<file path="src/rtl/load_use_hazard_unit.sv">
// Load-use hazard unit: per-register countdown scoreboard of in-flight load destinations,
// same-cycle stall/bubble generation for Decode and a saturating stall-cycle counter.
module load_use_hazard_unit #(
  parameter int unsigned       REG_AW   = 3,
  parameter int unsigned       OPC_W    = 5,
  parameter int unsigned       LOAD_LAT = 1,
  parameter logic [OPC_W-1:0]  LD_OPC_A = 5'b10000,
  parameter logic [OPC_W-1:0]  LD_OPC_B = 5'b10010,
  parameter int unsigned       CNT_W    = 16
) (
  input  logic                   clk,
  input  logic                   rst,
  input  logic                   id_valid,
  input  logic [OPC_W-1:0]       id_opcode,
  input  logic [REG_AW-1:0]      id_rsrc,
  input  logic [REG_AW-1:0]      id_rdst,
  input  logic                   id_rsrc_used,
  input  logic                   id_rdst_used,
  input  logic                   flush,
  output logic                   freeze_pc,
  output logic                   freeze_ifid,
  output logic                   bubble_idex,
  output logic [2**REG_AW-1:0]   pending,
  output logic [CNT_W-1:0]       stall_count
);

  localparam int unsigned NREG = 2**REG_AW;

  if (LOAD_LAT < 1 || LOAD_LAT > 7) begin : g_bad_load_lat
    $error("load_use_hazard_unit: LOAD_LAT must be in 1..7");
  end

  logic [2:0]       r_cnt [NREG];
  logic [CNT_W-1:0] r_stall_cnt;

  logic w_src_busy;
  logic w_dst_busy;
  logic w_hazard;
  logic w_is_load;
  logic w_issue;

  assign w_src_busy = id_rsrc_used && (r_cnt[id_rsrc] != 3'd0);
  assign w_dst_busy = id_rdst_used && (r_cnt[id_rdst] != 3'd0);
  assign w_hazard   = id_valid && !flush && (w_src_busy || w_dst_busy);
  assign w_is_load  = (id_opcode == LD_OPC_A) || (id_opcode == LD_OPC_B);
  // A stalled load must not claim its destination; it retries when the hazard drops.
  assign w_issue    = id_valid && w_is_load && !w_hazard && !flush;

  assign freeze_pc   = w_hazard;
  assign freeze_ifid = w_hazard;
  assign bubble_idex = w_hazard;
  assign stall_count = r_stall_cnt;

  always_comb begin
    pending = '0;
    for (int i = 0; i < NREG; i++) begin
      pending[i] = (r_cnt[i] != 3'd0);
    end
  end

  // Fresh issue to a register restarts its countdown even if it is already counting.
  always_ff @(posedge clk or negedge rst) begin
    if (!rst) begin
      for (int i = 0; i < NREG; i++) begin
        r_cnt[i] <= 3'd0;
      end
    end else begin
      for (int i = 0; i < NREG; i++) begin
        if (w_issue && (id_rdst == REG_AW'(i))) begin
          r_cnt[i] <= 3'(LOAD_LAT);
        end else if (r_cnt[i] != 3'd0) begin
          r_cnt[i] <= r_cnt[i] - 3'd1;
        end
      end
    end
  end

  always_ff @(posedge clk or negedge rst) begin
    if (!rst) begin
      r_stall_cnt <= '0;
    end else if (w_hazard && (r_stall_cnt != {CNT_W{1'b1}})) begin
      r_stall_cnt <= r_stall_cnt + 1'b1;
    end
  end

endmodule

</file>
<file path="config.mk">
export PLATFORM = sky130hd
export DESIGN_NAME = load_use_hazard_unit
export DESIGN_NICKNAME = d
export VERILOG_FILES = /design/src/rtl/load_use_hazard_unit.sv
export SDC_FILE = /design/constraint.sdc
export NUM_CORES = 1
export LEC_CHECK = 0
export BUFFER_PORTS_ARGS = -buffer_cell sky130_fd_sc_hd__buf_2
export CAP_MARGIN = 20
export CORE_MARGIN = 4
export CORE_UTILIZATION = 56
export DETAILED_ROUTE_END_ITERATION = 8
export PLACE_DENSITY = 0.8
export SLEW_MARGIN = 20
export SYNTH_ARGS = -nofsm -noshare
export SYNTH_HDL_FRONTEND = slang
export SYNTH_SLANG_ARGS = --single-unit
</file>
<file path="constraint.sdc">
create_clock -name clk -period 2.5 [get_ports clk]
set_clock_uncertainty 0.05 [all_clocks]
set_input_delay 0.25 -clock clk [delete_from_list [all_inputs] [get_ports clk]]
set_output_delay 0.25 -clock clk [all_outputs]
set_load 0.005 [all_outputs]
</file>
; ---- Word level (Yosys, flattened, before mapping)
; Index checks and enable logic that the tools add are counted.
[totals]
register_bits = 40
inputBits = 17
out_inout_bits = 27
wordCells = 93
[classes]
addsub = 9
order_cmp = 2
eq_ne = 10
mux = 22
bitwise = 2
n_reduce_logical = 39
[ops]
columns = cell, count
row1 = 2-to-1 mux 3 bit, 20
row2 = nonzero test 3 bit, 10
row3 = "subtractor 3 x 1 -> 3 bit, second input constant", 8
row4 = binary-select mux 3 bit (select 3 bit), 2
row5 = "adder 16 x 1 -> 16 bit, second input constant", 1
row6 = logical AND 1 bit, 16
row7 = "!= test 16 bit, second input constant", 1
row8 = nonzero test 2 bit, 8
row9 = "equality test 3 bit, second input constant", 4
row10 = "equality test 5 bit, second input constant", 2
row11 = "greater-or-equal comparator 4 bit, second input constant", 2
row12 = inverter 3 -> 4 bit, 2
row13 = "equality test 3 x 2 -> 1 bit, second input constant", 2
row14 = "equality test 3 x 1 -> 1 bit, second input constant", 1
row15 = logical NOT 3 bit, 1
row16 = logical NOT 1 bit, 2
row17 = logical OR 1 bit, 2

; ---- Logic depth before layout (Yosys ltp)
; Gate-level depths: netlist of run 1.
[depth]
word_depth = 13
mapped_depth = 10
depth_no_buf = 7

; ---- Least setup slack after synthesis of run 1
; Ideal clock, no wire load.
[synth_timing]
path_kind = flip-flop to output port
start = reg r_cnt[7] in the netlist's numbering
end = out freeze_ifid
t_arrival_ns = 1.772
required_ns = 2.200
setup_slack_ns = 0.428
stages_incl_launch_ff = 9
path_buffers = 3
cell_sequence = dfrtp_1 -> or4_1 -> o221ai_1 -> nand3_1 -> nor2b_1 -> buf_6 -> buf_6 -> nor2b_1 -> buf_4
[synth_via]
elab_chain_cells = 7
elab_cells_between_ends = 12
cone_classes = mux (6) / reduce/logical (6)
[synth_rtl]
columns = item, line
row1 = start: declaration, 33  ; logic [2:0] r_cnt [NREG];
row2 = start signal: indexed assignment, 70  ; r_cnt[i] <= 3'(LOAD_LAT);
row3 = start signal: indexed assignment, 72  ; r_cnt[i] <= r_cnt[i] - 3'd1;
row4 = "binary-select mux 3 bit (select 3 bit), on equally long branches", "42, 43"
row5 = "2-to-1 mux 3 bit, on equally long branches (2 in series)", "42, 43"
row6 = "nonzero test 3 bit, on equally long branches", "42, 43"
row7 = "logical AND 1 bit, on equally long branches", "42, 43"
row8 = logical OR 1 bit *, 44  ; assign w_hazard = id_valid && !flush && (w_src_busy || w_dst_busy);
row9 = logical AND 1 bit *, 44
row10 = end: declaration, 21  ; output logic freeze_ifid,
; Mark *: on every way between the ends. The rest lies on a longest branch, timed or not. The select of a mux whose other input is x is not followed.

; ---- Final worst setup path of run 1
[layout_timing]
start = reg r_cnt[7] in the netlist's numbering
end = out freeze_pc
[layout_via]
elab_chain_cells = 7
elab_cells_between_ends = 12
cone_classes = mux (6) / reduce/logical (6)
[layout_rtl]
columns = item, line
row1 = "binary-select mux 3 bit (select 3 bit), on equally long branches", "42, 43"
row2 = "2-to-1 mux 3 bit, on equally long branches (2 in series)", "42, 43"
row3 = "nonzero test 3 bit, on equally long branches", "42, 43"
row4 = "logical AND 1 bit, on equally long branches", "42, 43"
row5 = logical OR 1 bit *, 44
row6 = logical AND 1 bit *, 44
row7 = end: declaration, 20  ; output logic freeze_pc,
; Marks and branches as above.

==> flow_metrics.tcl, run 1 <==
set metrics [dict create \
    synth_cell_types 40 \
    synth_area_leaders "dfrtp_1 41%, ha_1 8.7%, xor2_1 7.8%" \
    start_util_pct 59.7 \
    fin_total_pwr_uw 2970 \
    final.min_clock_period_ns 2.35 \
    viasPerCell 5.53 \
    cts_tree "done" \
    num_rows 23 \
    setup_viol 0 \
    leakage_uw 0.00148 \
    grt_overflow 0 \
    cp.arrival_ns 2.05 \
    grt_pass1_vias 1883 \
    r2r_setup_slack_ns 0.17 \
    maxSlewHeadroom_pct 42.1 \
    drc 0 \
    r2r-end "r_cnt[2]" \
    post-place-ws_ns 0.209 \
    final.fill_count 329 \
    grt_pass1_wl_um 8200 \
    drive_gt1_share_pct 23.3 \
    path_max_fanout 10 \
    wl_per_cell_um 13.8 \
    synth_warnings 0 \
    wirelength_um 5000 \
    cts_buffers 5 \
    cts_buffer_depth 2 \
    synth-edff-count 0 \
    path_cells "or4_1, o221ai_2, nand3_1, nor2b_2, buf_12, nor2b_1, buf_2" \
    slowest_delay_ns 0.56 \
    syn_area_um2 2460 \
    fin_ws_ns 0.147 \
    drv_slew 0 \
    ir_drop_uv 589 \
    fin_setup_tns_ns 0 \
    clkLatencyLatePin_ns 0.30 \
    numClockSinks 40 \
    yosysMostFrequentCell "dfrtp_1" \
    synth_top_area_share_pct 40.8 \
    grt_max_degree 41 \
    synth_top_cell_by_area "dfrtp_1" \
    dp_hpwl_um 3750 \
    synth_ff_type "dfrtp_1" \
    initialDrtViolationCount 99 \
    portBuffers 42 \
    die_w_um 74.2 \
    nNetsFinal 347 \
    core_um2 4120 \
    cts.reportedPaths.clkPinSlew_ns 0.08 \
    cts_max_level 2 \
    ys_seq_area_share_pct 40.8 \
    firstDrtPassIters 4 \
    synth_area_per_cell_um2 9.20 \
    grt_util_all_layers_pct 19.4 \
    instances_no_fill 363 \
    n_antenna_cell 0 \
    max_freq_ghz 0.425 \
    rsz0062_at_grt "no" \
    final_util_pct 68.7 \
    cp.required_ns 2.20 \
    io_pins 44 \
    syn_nets 301 \
    start_kind "flip-flop" \
    r2r_start "r_cnt[7]" \
    clock-root-buffer "clkbuf_8" \
    cap_violations 0 \
    ff2ff_path_depth 6 \
    gp_congestion 0.784 \
    die_area_um2 5510 \
    async_flop_share_pct 100 \
    hold_viol 0 \
    die-height_um 74.2 \
    synth_common_cells "40 x dfrtp_1, 34 x inv_1, 29 x nor2_1, 22 x xor2_1, 17 x ha_1" \
    vias 2006 \
    holdBufCountCts 0 \
    ant_nets 0 \
    max_slew.worst_pin.slew_ns 0.869 \
    end_kind "output port" \
    slowest_stage "or4_1" \
    grt_antenna_before_repair 0 \
    worst_hold_path_type "input port to asynchronous set/reset pin" \
    ys_ff_latch 40 \
    dp.cells 352 \
    power_density_nw_per_um2 1050 \
    critPathKind "flip-flop to output port" \
    synthCells 267 \
    synthToLayoutAreaGrowth_pct 15.1 \
    fin_crit_sh_pct 94.1 \
    status "finished clean" \
]
critical path: cells and delay by family, from the launching register on:
| kind | cells | cell delay, ns |
|---|---|---|
| flip-flops | 1 | 0.40 |
| AO/OA/AOI/OAI | 1 | 0.18 |
| AND/OR/NAND/NOR | 4 | 0.92 |
| buffers and inverters | 2 | 0.26 |
cell type report:
type	count	area (um2)	area share (%)
Sequential cell	40	1000	35.4
Clock buffer	6	72.6	2.57
Timing Repair Buffer	48	268	9.47
Inverter	34	128	4.51
Tap cell	50	62.6	2.21
Multi-Input combinational cell	184	1290	45.7
Clock inverter	1	5.00	0.177
state kept, by name, indices dropped and copies added (netlist names):
name and count:
stall_count 16, r_cnt 24
cell usage in the layout, fill, tap and decap left out, types with 2 or more instances in the layout:
cell type	instances
a31oi_1	4
nor3_2	6
clkbuf_8	5
o21a_1	5
ha_1	17
nor3b_2	3
mux2_1	2
and3b_1	2
nand2b_1	4
nor4_1	7
o21ai_0	7
and3_1	4
nand4_1	5
a21oi_1	14
nor4_2	3
buf_4	5
o31ai_2	2
nor2b_1	2
nand3_1	13
nor2_1	29
xor2_1	22
nor3_1	4
inv_1	34
nor4b_1	2
nand2_1	14
dfrtp_1	40
buf_2	42
per-stage QoR:
stage / hold slack, ns / cell area [um2]
2_1_floorplan: -0.0956 / 2460
3_3_place_gp: 0.362 / 2700
3_5_place_dp: 0.361 / 2700
4_1_cts: 0.0439 / 2770
5_1_grt: 0.0906 / 2830
6_report: 0.0200 / 2830
worst max path at each step:
| stage | start | end | slack, ns | cells past startpoint |
|---|---|---|---|---|
| floorplan | r_cnt[7] | freeze_ifid | 0.43 | 8 |
| global placement | r_cnt[7] | r_cnt[1] | 0.27 | 6 |
| detailed placement | r_cnt[7] | r_cnt[2] | 0.21 | 6 |
| CTS | r_cnt[7] | freeze_pc | 0.03 | 7 |
| global route | r_cnt[10] | freeze_ifid | 0.001 | 8 |
| finish | r_cnt[7] | freeze_pc | 0.15 | 7 |
cells by family (layout without fill, tap and decap cells):
logic type / Yosys count / after routing / synth area share [%]
AND/OR/NAND/NOR: 105 / 105 / 24.2
buffers and inverters: 43 / 89 / 7.69
flip-flops: 40 / 40 / 40.8
AO/OA/AOI/OAI: 37 / 37 / 9.48
XOR/XNOR: 22 / 22 / 7.84
adder cells (fa/ha/maj): 17 / 17 / 8.66
multiplexers: 3 / 3 / 1.32
what timing repair did:
item	CTS	global route
endpoints found under the hold margin	0	0
endpoints found under the setup margin	0	3
buffers inserted	0	4
gates resized for setup	0	5
per-layer routing:
metal	routed length [um]	part of all wire [%]	GRT usage (%)
met1	2190	44	24.7
met5	0	0	0
met2	2520	50	33.0
met3	207	4.1	3.92
met4	78	1.6	7.11
where the power goes:
part / switching, uW / internal [uW]
clock: 214 / 190
sequential: 241 / 914
combinational: 737 / 674
total: 1190 / 1780
Power figures use the tool's default switching activity.
==> run 2: changes to the inputs <==
--- a/config.mk
+++ b/config.mk
@@ -11,6 +11,7 @@
 export CORE_UTILIZATION = 56
 export DETAILED_ROUTE_END_ITERATION = 8
 export PLACE_DENSITY = 0.8
+export SETUP_SLACK_MARGIN = 0.5
 export SLEW_MARGIN = 20
 export SYNTH_ARGS = -nofsm -noshare
 export SYNTH_HDL_FRONTEND = slang
==> run 2 against run 1 <==
- power grew 10%
- worst setup slack better by 0.026 ns
- clock power is 1% higher
- global-route usage up 1.1 points
- largest cell class unchanged
==> flow_metrics.tcl, run 2 (synthesis gave the netlist of run 1 again) <==
set metrics [dict create \
    status "finished clean" \
    slowest_stage "dfrtp_1" \
    cp_common_cell "nor2b_4" \
    setup_viol 0 \
    grt_pass1_wl_um 8740 \
    grt_max_degree 41 \
    portBuffers 42 \
    die-height_um 74.2 \
    path_cells "nor3_2, a21oi_1, or2_2, nand4_1, nor2b_4, buf_12, nor2b_4, buf_2" \
    gp_congestion 0.898 \
    start_util_pct 59.7 \
    slowest_delay_ns 0.42 \
    num_rows 23 \
    leakage_uw 0.00156 \
    wirelength_um 5710 \
    rsz0062_at_grt "yes" \
    critPathKind "flip-flop to output port" \
    nNetsFinal 355 \
    grt_util_all_layers_pct 20.6 \
    final_common_cell "buf_2" \
    max_freq_ghz 0.430 \
    cts_buffers 5 \
    cp.arrival_ns 2.03 \
    multi_input_comb_area_um2 1480 \
    cap_violations 0 \
    drv_slew 0 \
    power_density_nw_per_um2 1060 \
    final-seq-area_um2 1000 \
    fin_setup_tns_ns 0 \
    cts_buffer_depth 2 \
    synthToLayoutAreaGrowth_pct 25.9 \
    final_util_pct 75.1 \
    r2r_start "r_cnt[0]" \
    clkLatencyLatePin_ns 0.29 \
    final.min_clock_period_ns 2.33 \
    die_w_um 74.2 \
    n_antenna_cell 0 \
    viasPerCell 5.71 \
    maxSlewHeadroom_pct 41.3 \
    grt_antenna_before_repair 0 \
    ff2ff_path_depth 10 \
    path_max_fanout 3 \
    grt_overflow 0 \
    max_slew.worst_pin.slew_ns 0.880 \
    largest_reg_flops 24 \
    vias 2119 \
    final_cell_mix "42 x buf_2, 37 x dfrtp_1, 34 x inv_1" \
    dp_hpwl_um 3690 \
    grt_pass1_vias 1978 \
    cts_max_level 2 \
    cts_tree "done" \
    wl_per_cell_um 15.4 \
    die_area_um2 5510 \
    hold_viol 0 \
    final.fill_count 294 \
    fin_crit_sh_pct 93.1 \
    clock-root-buffer "clkbuf_8" \
    cts.reportedPaths.clkPinSlew_ns 0.08 \
    ir_drop_uv 712 \
    drc 0 \
    io_pins 44 \
    top_register "r_cnt" \
    start_kind "flip-flop" \
    numClockSinks 40 \
    worst_hold_path_type "input port to asynchronous set/reset pin" \
    r2r-end "stall_count[1]" \
    ant_nets 0 \
    initialDrtViolationCount 152 \
    core_um2 4120 \
    end_kind "output port" \
    cp.required_ns 2.20 \
    r2r_setup_slack_ns 0.19 \
    firstDrtPassIters 4 \
    drive_gt1_share_pct 33.0 \
]
run 2: changes by cell type in the layout (fill, tap and decap cells not counted), sizes merged:
cell  previous run  this run
buf             48        56
run 2: routing by layer:
metal / up-vias / part of all wire, % / GRT usage [%]
li1: 1023 / - / -
met1: 1016 / 42 / 26.6
met2: 68 / 51 / 34.3
met3: 12 / 5.2 / 3.65
met4: 0 / 1.6 / 8.30
met5: - / 0 / 0
run 2: stage by stage:
stage,std cells,worst slack [ns],power (uW),area (um2),hold WS [ns]
floorplan,267,0.472,2160,2470,-0.0956
global placement,353,0.295,2440,2710,0.375
detailed placement,353,0.242,2530,2710,0.374
CTS,368,0.252,3110,2940,0.0636
global route,371,0.112,3590,3090,0.122
finish,371,0.173,3280,3090,0.0279
run 2: layout make-up:
type / instances / share of cell area (%)
Clock buffer: 6 / 2.35
Multi-Input combinational cell: 184 / 47.8
Timing Repair Buffer: 56 / 11.1
Clock inverter: 1 / 0.162
Sequential cell: 40 / 32.5
Tap cell: 50 / 2.02
Inverter: 34 / 4.13
run 2: how the worst max path moves through the flow:
stage,cells after the start,start,slack [ns],end
detailed placement,8,id_rsrc[1],0.24,stall_count[1]
floorplan,8,r_cnt[6],0.47,freeze_ifid
finish,8,r_cnt[0],0.17,freeze_ifid
global placement,8,id_rsrc[1],0.29,stall_count[1]
global route,8,r_cnt[0],0.11,freeze_pc
CTS,7,r_cnt[7],0.25,freeze_ifid
run 2: critical path, delay by kind of cell, from the launching register on:
kind	cells	cell delay, ns
flip-flops	1	0.42
buffers and inverters	2	0.24
AND/OR/NAND/NOR	5	0.96
AO/OA/AOI/OAI	1	0.12
run 2: what timing repair did:
item / 4_1_cts / 5_1_grt
gates resized for setup: 19 / 27
setup buffers: 8 / 3
endpoints found under the setup margin: 43 / 43
hold buffers: 0 / 0
pin swaps: 13 / 6
run 2: report_power, final:
part / leakage (uW) / switching [uW] / internal [uW] / total, uW
clock network: 0.0000410 / 220 / 190 / 410
registers: 0.000496 / 246 / 917 / 1160
logic: 0.00102 / 874 / 833 / 1710
